`src/rtl/wta_dec_pkg.sv`:
```
// Shared types and constants for the WTA class decoder: class encoding,
// control FSM states and the bit positions of the two spike groups.
package wta_dec_pkg;

    typedef enum logic [1:0] {
        CLS_A    = 2'd0,
        CLS_B    = 2'd1,
        CLS_NONE = 2'd2
    } cls_e;

    typedef enum logic {
        ST_IDLE  = 1'b0,
        ST_ACCUM = 1'b1
    } state_e;

    localparam int GRP_A_LO = 0;
    localparam int GRP_A_HI = 1;
    localparam int GRP_B_LO = 2;
    localparam int GRP_B_HI = 3;

    function automatic logic [1:0] popcount2(input logic [1:0] bits);
        return {1'b0, bits[0]} + {1'b0, bits[1]};
    endfunction

endpackage

```
`src/rtl/spike_group_counter.sv`:
```
// Saturating accumulator of the popcount of one 2-bit spike group, with a
// synchronous clear and a reload that restarts the count from this cycle's spikes.
module spike_group_counter
    import wta_dec_pkg::*;
#(
    parameter int CNT_W = 5
) (
    input  logic             clk,
    input  logic             rst_n,
    input  logic             clr_i,
    input  logic             load_i,
    input  logic             en_i,
    input  logic [1:0]       bits_i,
    output logic [CNT_W-1:0] cnt_o,
    output logic [CNT_W-1:0] sum_o
);

    localparam logic [CNT_W:0] CNT_MAX = {1'b0, {CNT_W{1'b1}}};

    logic [CNT_W-1:0] cnt_q, cnt_d;
    logic [CNT_W:0]   base, raw;

    // NOTE: every variable written here gets a default first, so no path leaves
    // one unassigned and no latch is inferred.
    always_comb begin
        base  = load_i ? '0 : {1'b0, cnt_q};
        raw   = base + {{(CNT_W-1){1'b0}}, popcount2(bits_i)};
        sum_o = (raw > CNT_MAX) ? CNT_MAX[CNT_W-1:0] : raw[CNT_W-1:0];
        cnt_d = cnt_q;
        if (clr_i) begin
            cnt_d = '0;
        end else if (en_i) begin
            cnt_d = sum_o;
        end
    end

    // NOTE: state registers use non-blocking assignments so all flops update
    // together at the edge regardless of process ordering.
    always_ff @(posedge clk or negedge rst_n) begin
        if (!rst_n) begin
            cnt_q <= '0;
        end else begin
            cnt_q <= cnt_d;
        end
    end

    assign cnt_o = cnt_q;

endmodule

```
`src/rtl/wta_class_decoder.sv`:
```
// Integrates the WTA spike stream over fixed windows and emits a confirmed
// class label on a valid/ready channel. Optional macro: WTA_DECODER_CONFLICT_EN.
module wta_class_decoder
    import wta_dec_pkg::*;
#(
    parameter int WIN_LEN    = 16,
    parameter int CNT_W      = 5,
    parameter int MIN_SPIKES = 2,
    parameter int CONFIRM    = 2
) (
    input  logic             clk,
    input  logic             rst_n,
    input  logic             enable,
    input  logic [3:0]       spike_in,
    output logic             label_valid,
    input  logic             label_ready,
    output logic             label_class,
    output logic [CNT_W-1:0] label_conf,
    output logic             overrun,
    output logic             conflict_err
);

    localparam int WIN_W = (WIN_LEN > 1) ? $clog2(WIN_LEN) : 1;
    localparam int STK_W = $clog2(CONFIRM + 1);
    localparam logic [WIN_W-1:0] WIN_LAST = WIN_W'(WIN_LEN - 1);
    localparam logic [STK_W-1:0] STK_MAX  = STK_W'(CONFIRM);
    localparam logic [CNT_W-1:0] MIN_CNT  = CNT_W'(MIN_SPIKES);

    state_e           state_q, state_d;
    logic [WIN_W-1:0] win_cnt_q, win_cnt_d;
    logic [STK_W-1:0] streak_q, streak_d;
    cls_e             last_q, last_d;
    cls_e             committed_q, committed_d;
    logic             label_valid_q, label_valid_d;
    logic             label_class_q, label_class_d;
    logic [CNT_W-1:0] label_conf_q, label_conf_d;
    logic             overrun_q, overrun_d;

    logic [1:0]       bits_a, bits_b;
    logic [CNT_W-1:0] cnt_a, cnt_b, sum_a, sum_b;
    logic             win_open, win_end, commit_try, pending;
    cls_e             cand;

`ifdef WTA_DECODER_CONFLICT_EN
    logic mixed, conflict_q;

    // A mixed cycle breaks WTA exclusivity: flag it and drop its spikes.
    assign mixed  = (|spike_in[GRP_A_HI:GRP_A_LO]) && (|spike_in[GRP_B_HI:GRP_B_LO]);
    assign bits_a = mixed ? 2'b00 : spike_in[GRP_A_HI:GRP_A_LO];
    assign bits_b = mixed ? 2'b00 : spike_in[GRP_B_HI:GRP_B_LO];

    always_ff @(posedge clk or negedge rst_n) begin
        if (!rst_n) begin
            conflict_q <= 1'b0;
        end else if (enable && mixed) begin
            conflict_q <= 1'b1;
        end
    end

    assign conflict_err = conflict_q;
`else
    assign bits_a       = spike_in[GRP_A_HI:GRP_A_LO];
    assign bits_b       = spike_in[GRP_B_HI:GRP_B_LO];
    assign conflict_err = 1'b0;
`endif

    // First cycle of a window reloads the counters instead of adding.
    assign win_open = (state_q == ST_ACCUM) && (win_cnt_q != '0);
    assign win_end  = enable && (win_cnt_q == WIN_LAST);

    spike_group_counter #(.CNT_W(CNT_W)) u_cnt_a (
        .clk    (clk),
        .rst_n  (rst_n),
        .clr_i  (!enable),
        .load_i (!win_open),
        .en_i   (enable),
        .bits_i (bits_a),
        .cnt_o  (cnt_a),
        .sum_o  (sum_a)
    );

    spike_group_counter #(.CNT_W(CNT_W)) u_cnt_b (
        .clk    (clk),
        .rst_n  (rst_n),
        .clr_i  (!enable),
        .load_i (!win_open),
        .en_i   (enable),
        .bits_i (bits_b),
        .cnt_o  (cnt_b),
        .sum_o  (sum_b)
    );

    always_comb begin
        state_d = state_q;
        case (state_q)
            ST_IDLE:  if (enable)  state_d = ST_ACCUM;
            ST_ACCUM: if (!enable) state_d = ST_IDLE;
            default:  state_d = ST_IDLE;
        endcase
    end

    always_comb begin
        if (sum_a > sum_b && sum_a >= MIN_CNT) begin
            cand = CLS_A;
        end else if (sum_b > sum_a && sum_b >= MIN_CNT) begin
            cand = CLS_B;
        end else begin
            cand = CLS_NONE;
        end
    end

    always_comb begin
        win_cnt_d     = win_cnt_q;
        streak_d      = streak_q;
        last_d        = last_q;
        committed_d   = committed_q;
        label_valid_d = label_valid_q;
        label_class_d = label_class_q;
        label_conf_d  = label_conf_q;
        overrun_d     = overrun_q;
        commit_try    = 1'b0;
        pending       = label_valid_q && !label_ready;

        if (!enable) begin
            win_cnt_d = '0;
            streak_d  = '0;
            last_d    = CLS_NONE;
        end else if (win_end) begin
            win_cnt_d = '0;
            if (cand == CLS_NONE) begin
                streak_d = '0;
            end else begin
                streak_d = (cand != last_q) ? STK_W'(1) :
                           (streak_q == STK_MAX) ? STK_MAX : streak_q + 1'b1;
                last_d   = cand;
            end
            commit_try = (streak_d == STK_MAX) && (cand != CLS_NONE) && (cand != committed_q);
        end else begin
            win_cnt_d = win_cnt_q + 1'b1;
        end

        if (label_valid_q && label_ready) begin
            label_valid_d = 1'b0;
        end

        // A label still waiting for its consumer wins over a new commit.
        if (commit_try) begin
            if (pending) begin
                overrun_d = 1'b1;
            end else begin
                committed_d   = cand;
                label_valid_d = 1'b1;
                label_class_d = (cand == CLS_B);
                label_conf_d  = (cand == CLS_B) ? sum_b : sum_a;
            end
        end
    end

    always_ff @(posedge clk or negedge rst_n) begin
        if (!rst_n) begin
            state_q       <= ST_IDLE;
            win_cnt_q     <= '0;
            streak_q      <= '0;
            last_q        <= CLS_NONE;
            committed_q   <= CLS_NONE;
            label_valid_q <= 1'b0;
            label_class_q <= 1'b0;
            label_conf_q  <= '0;
            overrun_q     <= 1'b0;
        end else begin
            state_q       <= state_d;
            win_cnt_q     <= win_cnt_d;
            streak_q      <= streak_d;
            last_q        <= last_d;
            committed_q   <= committed_d;
            label_valid_q <= label_valid_d;
            label_class_q <= label_class_d;
            label_conf_q  <= label_conf_d;
            overrun_q     <= overrun_d;
        end
    end

    assign label_valid = label_valid_q;
    assign label_class = label_class_q;
    assign label_conf  = label_conf_q;
    assign overrun     = overrun_q;

    // Registered counts are only observed through sum_a/sum_b.
    logic unused_cnt;
    assign unused_cnt = ^{cnt_a, cnt_b};

endmodule

```
`config.mk`:
```
export PLATFORM = sky130hd
export DESIGN_NAME = wta_class_decoder
export DESIGN_NICKNAME = d
export VERILOG_FILES = /design/src/rtl/wta_dec_pkg.sv /design/src/rtl/spike_group_counter.sv /design/src/rtl/wta_class_decoder.sv
export SDC_FILE = /design/constraint.sdc
export NUM_CORES = 1
export LEC_CHECK = 0
export CAP_MARGIN = 10
export CORE_ASPECT_RATIO = 1.2
export CORE_MARGIN = 3
export CORE_UTILIZATION = 40
export CTS_CLUSTER_DIAMETER = 120
export DETAILED_ROUTE_END_ITERATION = 16
export DONT_BUFFER_PORTS = 1
export PLACE_DENSITY = 0.64
export SKIP_LAST_GASP = 1
export SLEW_MARGIN = 15
export SYNTH_ARGS = -nofsm -noshare
export SYNTH_HDL_FRONTEND = slang
export SYNTH_SLANG_ARGS = --single-unit
```
`constraint.sdc`:
```
create_clock -name clk -period 6.36 [get_ports clk]
set_input_delay 1.272 -clock clk [delete_from_list [all_inputs] [get_ports clk]]
set_output_delay 1.272 -clock clk [all_outputs]
set_load 0.02 [all_outputs]
```
-- After elaboration in Yosys (flattened, before gate mapping)
Cells that the tools add are included.
- register bits: 29
- input bits: 8
- output and inout bits: 9
- word-level logic and storage cells: 74
- $add $sub $neg: 6
- $lt $le $gt $ge: 6
- equality and inequality tests: 10
- muxes and demuxes: 27
- bitwise gates (word level): 1
- reductions and logical operators: 13
- operator list (cell ; count):
    2-to-1 mux 5 bit ; 7
    2-to-1 mux 2 bit ; 12
    adder 6 x 2 -> 6 bit ; 2
    > comparator 6 x 5 -> 1 bit, second input constant ; 2
    >= comparator 5 x 2 -> 1 bit, second input constant ; 2
    > comparator 5 bit ; 2
    logical AND 1 bit ; 8
    2-to-1 mux 4 bit ; 2
    equality test 2 bit, second input constant ; 3
    2-to-1 mux 1 bit ; 6
    AND reduction 2 bit ; 3
    adder 1 x 1 -> 2 bit ; 2
    adder 4 x 1 -> 4 bit, second input constant ; 1
    equality test 4 bit, second input constant ; 1
    != test 2 bit ; 2
    != test 2 bit, second input constant ; 2
    nonzero test 4 bit ; 1
    adder 2 x 1 -> 2 bit, second input constant ; 1
    equality test 2 x 1 -> 1 bit, second input constant ; 1
    != test 2 x 1 -> 1 bit, second input constant ; 1
    logical NOT 1 bit ; 1
    NOT 1 bit ; 1

-- Depth between registers and ports, before layout
Gate-level depths: netlist (run 1).
- word-level depth: 21
- gate-level depth with buffers: 19
- mapped depth without buffers: 19

-- By module
A second synthesis (run 1) with hierarchy kept.
- cell total of the unflattened synthesis: 195
- area, all modules: 1884.3 µm²
- by module, submodules not included (module ; times used ; cells an instance ; area each (µm²)):
    wta_class_decoder ; 1 ; 111 ; 1101.1
    spike_group_counter ; 2 ; 42 ; 391.6

-- Worst setup path before layout (run 1)
Ideal clock, no wire load.
- path kind: input port to flip-flop
- start point: input port spike_in[2]
- end point: register label_conf_q[0], in the netlist label_conf[0]
- arrival: 4.359 ns
- path slack: 1.876 ns
- cell stages on the path: 15
- path through: inv_1 > fa_1 > nand2b_1 > nor4_1 > nand2b_1 > inv_1 > ha_1 > inv_1 > a21oi_1 > maj3_1 > o22a_4 > xnor2_1 > a2111oi_4 > nand3_4 > mux2_4
- word-level cells in the longest chain between the ends: 19
- elaborated cells between the ends (all ways): 27
- classes of those cells: 2 x add/sub; 4 x order compare; 6 x eq/ne; 10 x mux; 5 x reduce/logical
- ends and longest elaborated chain (item ; RTL line ; RTL):
    start: declaration ; wta_class_decoder.sv:14 ; input logic [3:0] spike_in,
    adder 1 x 1 -> 2 bit (*) ; wta_dec_pkg.sv:22 ; return {1'b0, bits[0]} + {1'b0, bits[1]};
    adder 6 x 2 -> 6 bit (*) ; spike_group_counter.sv:27 ; raw = base + {{(CNT_W-1){1'b0}}, popcount2(bits_i)};
    > comparator 6 x 5 -> 1 bit ; spike_group_counter.sv:28 ; sum_o = (raw > CNT_MAX) ? CNT_MAX[CNT_W-1:0] : raw[CNT_W-1:0];
    2-to-1 mux 5 bit (*) ; spike_group_counter.sv:28 ;
    > comparator 5 bit or >= comparator 5 x 2 -> 1 bit (tied branches) ; wta_class_decoder.sv:105 ; end else if (sum_b > sum_a && sum_b >= MIN_CNT) begin
    logical AND 1 bit ; wta_class_decoder.sv:105 ;
    2-to-1 mux 2 bit ; wta_class_decoder.sv:105 ;
    2-to-1 mux 2 bit ; wta_class_decoder.sv:103 ; if (sum_a > sum_b && sum_a >= MIN_CNT) begin
    [2 not listed] ; -- ;
    2-to-1 mux 2 bit ; wta_class_decoder.sv:130 ; if (cand == CLS_NONE) begin
    2-to-1 mux 2 bit ; wta_class_decoder.sv:128 ; end else if (win_end) begin
    2-to-1 mux 2 bit ; wta_class_decoder.sv:124 ; if (!enable) begin
    equality test 2 bit ; wta_class_decoder.sv:137 ; commit_try = (streak_d == STK_MAX) && (cand != CLS_NONE) && (cand != committed_q);
    logical AND 1 bit (2 in a row) ; wta_class_decoder.sv:137 ;
    2-to-1 mux 1 bit ; wta_class_decoder.sv:128 ;
    2-to-1 mux 1 bit ; wta_class_decoder.sv:124 ;
    AND reduction 2 bit (no source line) ; -- ;
    end signal: assignment ; wta_class_decoder.sv:178 ; label_conf_q <= label_conf_d;
    end: declaration ; wta_class_decoder.sv:36 ; logic [CNT_W-1:0] label_conf_q, label_conf_d;
Mark *: on every way between the ends. The rest lies on a longest branch, timed or not. The select of a mux whose other input is x is not followed.
A chain may end at the register's enable or synchronous reset.

-- Worst setup path after layout (run 1)
- start point: register win_cnt_q[0]
- end point: register label_conf_q[3], in the netlist label_conf[3]
- word-level cells in the longest chain between the ends: 21
- elaborated cells between the ends (all ways): 36
- classes of those cells: 2 x add/sub; 6 x order compare; 7 x eq/ne; 13 x mux; 8 x reduce/logical
- ends and longest elaborated chain (item ; RTL line ; RTL):
    start: declaration ; wta_class_decoder.sv:30 ; logic [WIN_W-1:0] win_cnt_q, win_cnt_d;
    start signal: assignment ; wta_class_decoder.sv:172 ; win_cnt_q <= win_cnt_d;
    nonzero test 4 bit ; wta_class_decoder.sv:68 ; assign win_open = (state_q == ST_ACCUM) && (win_cnt_q != '0);
    logical AND 1 bit ; wta_class_decoder.sv:68 ;
    2-to-1 mux 5 bit ; spike_group_counter.sv:26 ; base = load_i ? '0 : {1'b0, cnt_q};
    adder 6 x 2 -> 6 bit ; spike_group_counter.sv:27 ;
    > comparator 6 x 5 -> 1 bit ; spike_group_counter.sv:28 ;
    2-to-1 mux 5 bit ; spike_group_counter.sv:28 ;
    > comparator 5 bit or >= comparator 5 x 2 -> 1 bit (tied branches) ; wta_class_decoder.sv:105 ;
    logical AND 1 bit ; wta_class_decoder.sv:105 ;
    [4 not listed] ; -- ;
    2-to-1 mux 2 bit ; wta_class_decoder.sv:130 ;
    2-to-1 mux 2 bit ; wta_class_decoder.sv:128 ;
    2-to-1 mux 2 bit ; wta_class_decoder.sv:124 ;
    equality test 2 bit ; wta_class_decoder.sv:137 ;
    logical AND 1 bit (2 in a row) ; wta_class_decoder.sv:137 ;
    2-to-1 mux 1 bit ; wta_class_decoder.sv:128 ;
    2-to-1 mux 1 bit ; wta_class_decoder.sv:124 ;
    AND reduction 2 bit (no source line) ; -- ;
Several ways; a longest one is shown, not always the timed one. The select of a mux whose other input is x is not followed.

==> results of run 1 <==
## cells by family after synthesis
group,after synthesis
adder cells (fa/ha/maj),11
buffers and inverters,20
flip-flops,28
other,1
XOR/XNOR,5
AND/OR/NAND/NOR,72
multiplexers,13
AO/OA/AOI/OAI,35
## layout make-up
class | count | area [µm²] | share of cell area, %
Multi-Input combinational cell | 137 | 1044 | 53.91
Sequential cell | 28 | 703.2 | 36.33
Tap cell | 56 | 70.07 | 3.620
Inverter | 17 | 63.81 | 3.297
Clock buffer | 4 | 55.05 | 2.844
## metrics by stage
step	area, µm²	hold WS (ns)
after floorplan	1827	0.4841
after global placement	1881	0.5082
after detailed placement	1881	0.5038
after CTS	1936	0.5180
after global routing	1936	0.5377
final	1936	0.5168
## cells in the final DEF (no fill, tap or decap), types with 2 or more instances in the layout
cell / count
a21o_1: 2
a21oi_1: 9
a31oi_1: 5
and2_1: 4
and3_1: 4
clkbuf_8: 4
dfrtp_1: 26
dfstp_2: 2
fa_1: 2
ha_1: 7
inv_1: 17
maj3_1: 2
mux2_4: 6
mux2i_1: 3
mux2i_2: 2
nand2_1: 17
nand2b_1: 9
nand3_1: 5
nand3b_1: 2
nor2_1: 17
nor2_2: 2
o21ai_0: 7
o32a_1: 2
o32ai_1: 2
or4_1: 2
xnor2_1: 5
## worst paths after layout
check,to,slack [ns],cells after the start
setup / recovery,label_conf[3]$_DFFE_PN0P_,1.64,19
hold / removal,committed_q[1]$_DFFE_PN1P_,0.52,2
setup reg to reg,label_conf[3]$_DFFE_PN0P_,1.64,19
hold reg to reg,committed_q[1]$_DFFE_PN1P_,0.52,2
max in group asynchronous,last_q[1]$_DFFE_PN1P_,5.51,0
min in group asynchronous,overrun$_DFFE_PN0P_,0.68,0
## per-layer routing
metal	wire [µm]	track usage, %	vias up	share of wire, %
met5	0	0	-	0
met4	33	3.043	0	0.98
met3	97	1.831	4	2.9
met2	1709	22.49	16	51
met1	1543	19.36	613	46
li1	-	-	647	-
## power by group through the flow
stage	clock network (mW)	logic, mW	registers [mW]
2_1_floorplan	0	0.0576	0.194
3_3_place_gp	0	0.0692	0.195
3_5_place_dp	0	0.0697	0.195
4_1_cts	0.114	0.0702	0.192
5_1_grt	0.119	0.0793	0.192
6_report	0.109	0.0692	0.191
## flip-flops by register name, indices dropped and copies added (netlist names)
| register | flops |
|---|---|
| label_conf | 5 |
| u_cnt_a.cnt_o | 5 |
| u_cnt_b.cnt_o | 5 |
| win_cnt_q | 4 |
| last_q | 2 |
| streak_q | 2 |
| committed_q | 1 |
| label_class | 1 |
| label_valid | 1 |
| overrun | 1 |
| state_q | 1 |
## worst max-delay path: cells and delay by family (launching register included)
kind,cells,cell delay (ns)
AND/OR/NAND/NOR,7,1.61
adder cells (fa/ha/maj),4,1.19
AO/OA/AOI/OAI,3,0.74
multiplexers,2,0.52
flip-flops,1,0.38
buffers and inverters,3,0.18
## cells in the mapped netlist, types with 2 or more instances
library cell	number	area share (%)
dfrtp_1	26	36
inv_1	17	3.5
nand2_1	17	3.5
nor2_1	17	3.5
a21oi_1	9	2.5
nand2b_1	9	3.1
ha_1	7	4.8
o21ai_0	7	1.9
mux2_4	6	4.9
a31oi_1	5	1.7
nand3_1	5	1.4
xnor2_1	5	2.4
and2_1	4	1.4
and3_1	4	1.4
mux2i_1	3	1.6
a21o_1	2	0.82
dfstp_2	2	2.9
fa_1	2	2.2
maj3_1	2	1.1
mux2i_2	2	1.5
nand3b_1	2	0.82
nor2_2	2	0.68
o32a_1	2	1.1
o32ai_1	2	0.96
or4_1	2	0.82
==> results.txt, run 1 <==
Critical Path Start Type: flop
Post-synth EDFFs: 0
simple-gate area share of the yosys netlist: 21.30%
initial core utilization: 42.22%
ANT nets after route: 0
Core Area: 0.004327 mm²
final core occ: 44.74%
total CTS buffers: 3
clock share of power: 29.5%
Max VDD drop: 0.1078 mV
Pleak: 0.8416 nW
combinational share of power: 18.7%
Critical Path Slowest Stage Cell: a2111oi_4
Hold Path Class: flop to flop
setup total negative slack: 0 ns
CTS tree: built
sw frac: 27.37%
CP max stage delay: 0.45 ns
clock latency on the worst-skew pair: 0.27 ns
# rows: 26
Detailed Routing Iterations Pass 1: 4
Post-Route WL: 3383 µm
Setup CP Type: flop to flop
start point of the critical path: win_cnt_q[0]$_DFF_PN0_
most frequent CP cell: inv_1
largest net degree at the start of global routing: 29
Tcrit/Tclk final: 74.19%
Ys Warns: 0
PostCTS Resize Cnt: 0
count of different cell masters after synthesis: 49
DR iter-0 viols: 60
Seq/Total Area, Yosys: 38.49%
antenna cells: 0
placed insts: 238
Cell Pwr Density: 191.1 mW/mm²
fillers: 416
Setup-failing EPs final: 0
initial antenna violation count: 0
Routability Congestion: 0.7959
RSZ-0062 raised after global routing: false
global-route wire length before repair: 5699 µm
mean post-synth cell area: 9.874 µm²
die area: 0.005417 mm²
Post-Place Setup Slack: 1.667 ns
gr ovfl total: 0
Final Max Slew Viols: 0
xor and xnor area share after synthesis: 2.397%
clock root buffer: clkbuf_8
I/O pins: 17
htree depth: 1
worst endpoint data arrival time: 4.88 ns
main combinational cell family by area after synthesis: simple AND/OR/NAND/NOR gates
mux cell area share after synthesis: 9.932%
floorplan die height: 80.03 µm
Final Skew: 0.002977 ns
Pint: 0.2687 mW
layout cells sized above 1: 13.44%
synthesized flop and latch total: 28
port bufs: 0
clk sinks: 28
Clk pin slew, worst setup/hold paths: 0.09 ns
max frequency: 0.2119 GHz
worst-path maximum fanout: 7
outcome: complete, no violations
compound-cell area share of the yosys netlist: 15.21%
required time worst endpoint: 6.52 ns
asr flop ratio synth: 100.0%
worst flop-to-flop path startpoint: win_cnt_q[0]$_DFF_PN0_
sequential share of power: 51.8%
net load switching power: 0.1013 mW
final hold violations: 0
# hold bufs at CTS: 0
vias in the first global route: 1199
# Post-CTS Setup Buffers: 0
Cell Area, Synth: 0.001827 mm²
setup ws final: 1.641 ns
drt wl/cell: 13.98 µm
max_cap viols: 0
critical path endpoint category: flop
syn nets: 202
Worst Hold Launch: committed_q[1]$_DFFE_PN1P_
detailed-route via count: 1280
Final min period: 4.719 ns
synthesis-to-finish area growth: 5.959%
post-synthesis adder-cell area fraction: 8.082%
top_reg_cell synth: dfrtp_1
total track usage: 13.86%
Final Total Pwr: 0.3700 mW
CTS max path bufs: 2
CP cell instances: inv_1 -> ha_1 -> nor3b_4 -> nor2b_1 -> nand2_1 -> fa_1 -> nand2b_1 -> nor4_1 -> nand2b_1 -> inv_1 -> ha_1 -> inv_1 -> a21oi_1 -> maj3_1 -> o22a_4 -> mux2i_1 -> a2111oi_4 -> nand3_4 -> mux2_4
die width: 67.69 µm
final net count: 204
HPWL after DPL: 2685 µm
DRC: 0
vias per std cell: 5.289
final cell count without fillers: 242
Mapped Cells: 185
No activity file was read; power rests on OpenSTA's default activity.
==> run 2: changes to the inputs <==
- clock period: 6.36 -> 4.9 ns (I/O delays scaled with it)
==> results.txt, run 2 (synthesis gave the netlist of run 1 again) <==
outcome: complete, no violations
vias per std cell: 5.317
Final min period: 4.507 ns
setup ws final: 0.3930 ns
global-route wire length before repair: 6147 µm
clock latency on the worst-skew pair: 0.27 ns
final net count: 205
die area: 0.005417 mm²
max frequency: 0.2219 GHz
Final Skew: 0.002973 ns
Cell Pwr Density: 247.9 mW/mm²
port bufs: 0
RSZ-0062 raised after global routing: false
Post-Route WL: 3570 µm
worst-path maximum fanout: 6
Setup-failing EPs final: 0
antenna cells: 0
placed cell areas: 0.001888 mm²
Final Max Slew Viols: 0
HPWL after DPL: 2721 µm
detailed-route via count: 1292
critical path endpoint category: flop
clk sinks: 28
# hold bufs at CTS: 0
total track usage: 15.01%
Detailed Routing Iterations Pass 1: 4
worst endpoint data arrival time: 4.67 ns
Tcrit/Tclk final: 91.98%
most common cell after layout, fill and taps aside: dfrtp_1
initial core utilization: 42.22%
drt wl/cell: 14.69 µm
r2r worst-path depth: 19
final hold violations: 0
synthesis-to-finish area growth: 6.712%
largest net degree at the start of global routing: 29
Critical Path Start Type: flop
total CTS buffers: 3
die width: 67.69 µm
gr ovfl total: 0
setup total negative slack: 0 ns
initial antenna violation count: 0
Routability Congestion: 0.7949
ANT nets after route: 0
Core Area: 0.004327 mm²
clock root buffer: clkbuf_8
Max VDD drop: 0.1401 mV
cell area after layout: 0.001949 mm²
vias in the first global route: 1315
Post-Place Setup Slack: 0.3996 ns
CTS tree: built
layout cells sized above 1: 14.44%
I/O pins: 17
# rows: 26
CTS max path bufs: 2
DRC: 0
Setup CP Type: flop to flop
htree depth: 1
DR iter-0 viols: 59
floorplan die height: 80.03 µm
leading cell types in the layout, fill and taps excluded: dfrtp_1 (26), inv_1 (17), nand2_1 (17), nor2_1 (17)
Hold Path Class: primary input to asynchronous set/reset pin
max_cap viols: 0
required time worst endpoint: 5.06 ns
Pleak: 0.8468 nW
Clk pin slew, worst setup/hold paths: 0.09 ns
## run 2: layer usage
layer	vias up	track usage (%)	share of wire (%)
li1	644	-	-
met1	615	18.83	43
met2	26	25.51	52
met3	7	2.113	2.7
met4	0	5.680	1.9
met5	-	0	0
## run 2: path summary, 6_finish.rpt
path | startpoint | endpoint | slack, ns
max reg2reg | win_cnt_q[0]$_DFF_PN0_ | label_conf[0]$_DFFE_PN0P_ | 0.39
min in group clk | committed_q[1]$_DFFE_PN1P_ | committed_q[1]$_DFFE_PN1P_ | 0.53
min | rst_n | win_cnt_q[2]$_DFF_PN0_ | 0.39
max | win_cnt_q[0]$_DFF_PN0_ | label_conf[0]$_DFFE_PN0P_ | 0.39
min reg2reg | committed_q[1]$_DFFE_PN1P_ | committed_q[1]$_DFFE_PN1P_ | 0.53
max in group asynchronous | rst_n | committed_q[1]$_DFFE_PN1P_ | 4.34
## run 2: critical path, cell delays in order (launching register included)
cell	delay (ns)
dfrtp_1	0.38
inv_1	0.07
ha_1	0.20
nor3b_4	0.17
nor2b_1	0.27
nand2_1	0.11
fa_1	0.40
nand2b_1	0.22
nor4_2	0.30
nand2b_1	0.14
inv_1	0.06
ha_1	0.19
inv_1	0.05
a21oi_1	0.06
maj3_1	0.38
o22a_4	0.22
mux2i_1	0.18
a2111oi_4	0.44
nand3_4	0.18
mux2_4	0.34
## run 2: final cells by class
cell class / count / area (µm²)
Fill cell: 414 / 2377
Multi-Input combinational cell: 137 / 1050
Sequential cell: 28 / 703.2
Tap cell: 56 / 70.07
Inverter: 17 / 63.81
Clock buffer: 4 / 55.05
Timing Repair Buffer: 1 / 7.507
## run 2: report_power, final
part / switching [mW] / leakage, nW / internal, mW
sequential: 0.00886 / 0.371 / 0.240
combinational: 0.0537 / 0.447 / 0.0378
clock: 0.0711 / 0.0288 / 0.0720
total: 0.134 / 0.847 / 0.350
## run 2: timing repair
action	4_1_cts	5_1_grt
setup buffers	0	0
gates resized for setup	0	1
setup endpoints to repair	0	5
## run 2: per-stage QoR
step,power [mW],instances,util [%],hold WS (ns)
after floorplan,0.3264,185,-,0.4841
after global placement,0.3444,239,43.64,0.5058
after detailed placement,0.3441,239,43.64,0.5107
after CTS,0.4894,243,44.91,0.3789
after global routing,0.5097,243,45.05,0.3688
final,0.4833,243,45.05,0.3876
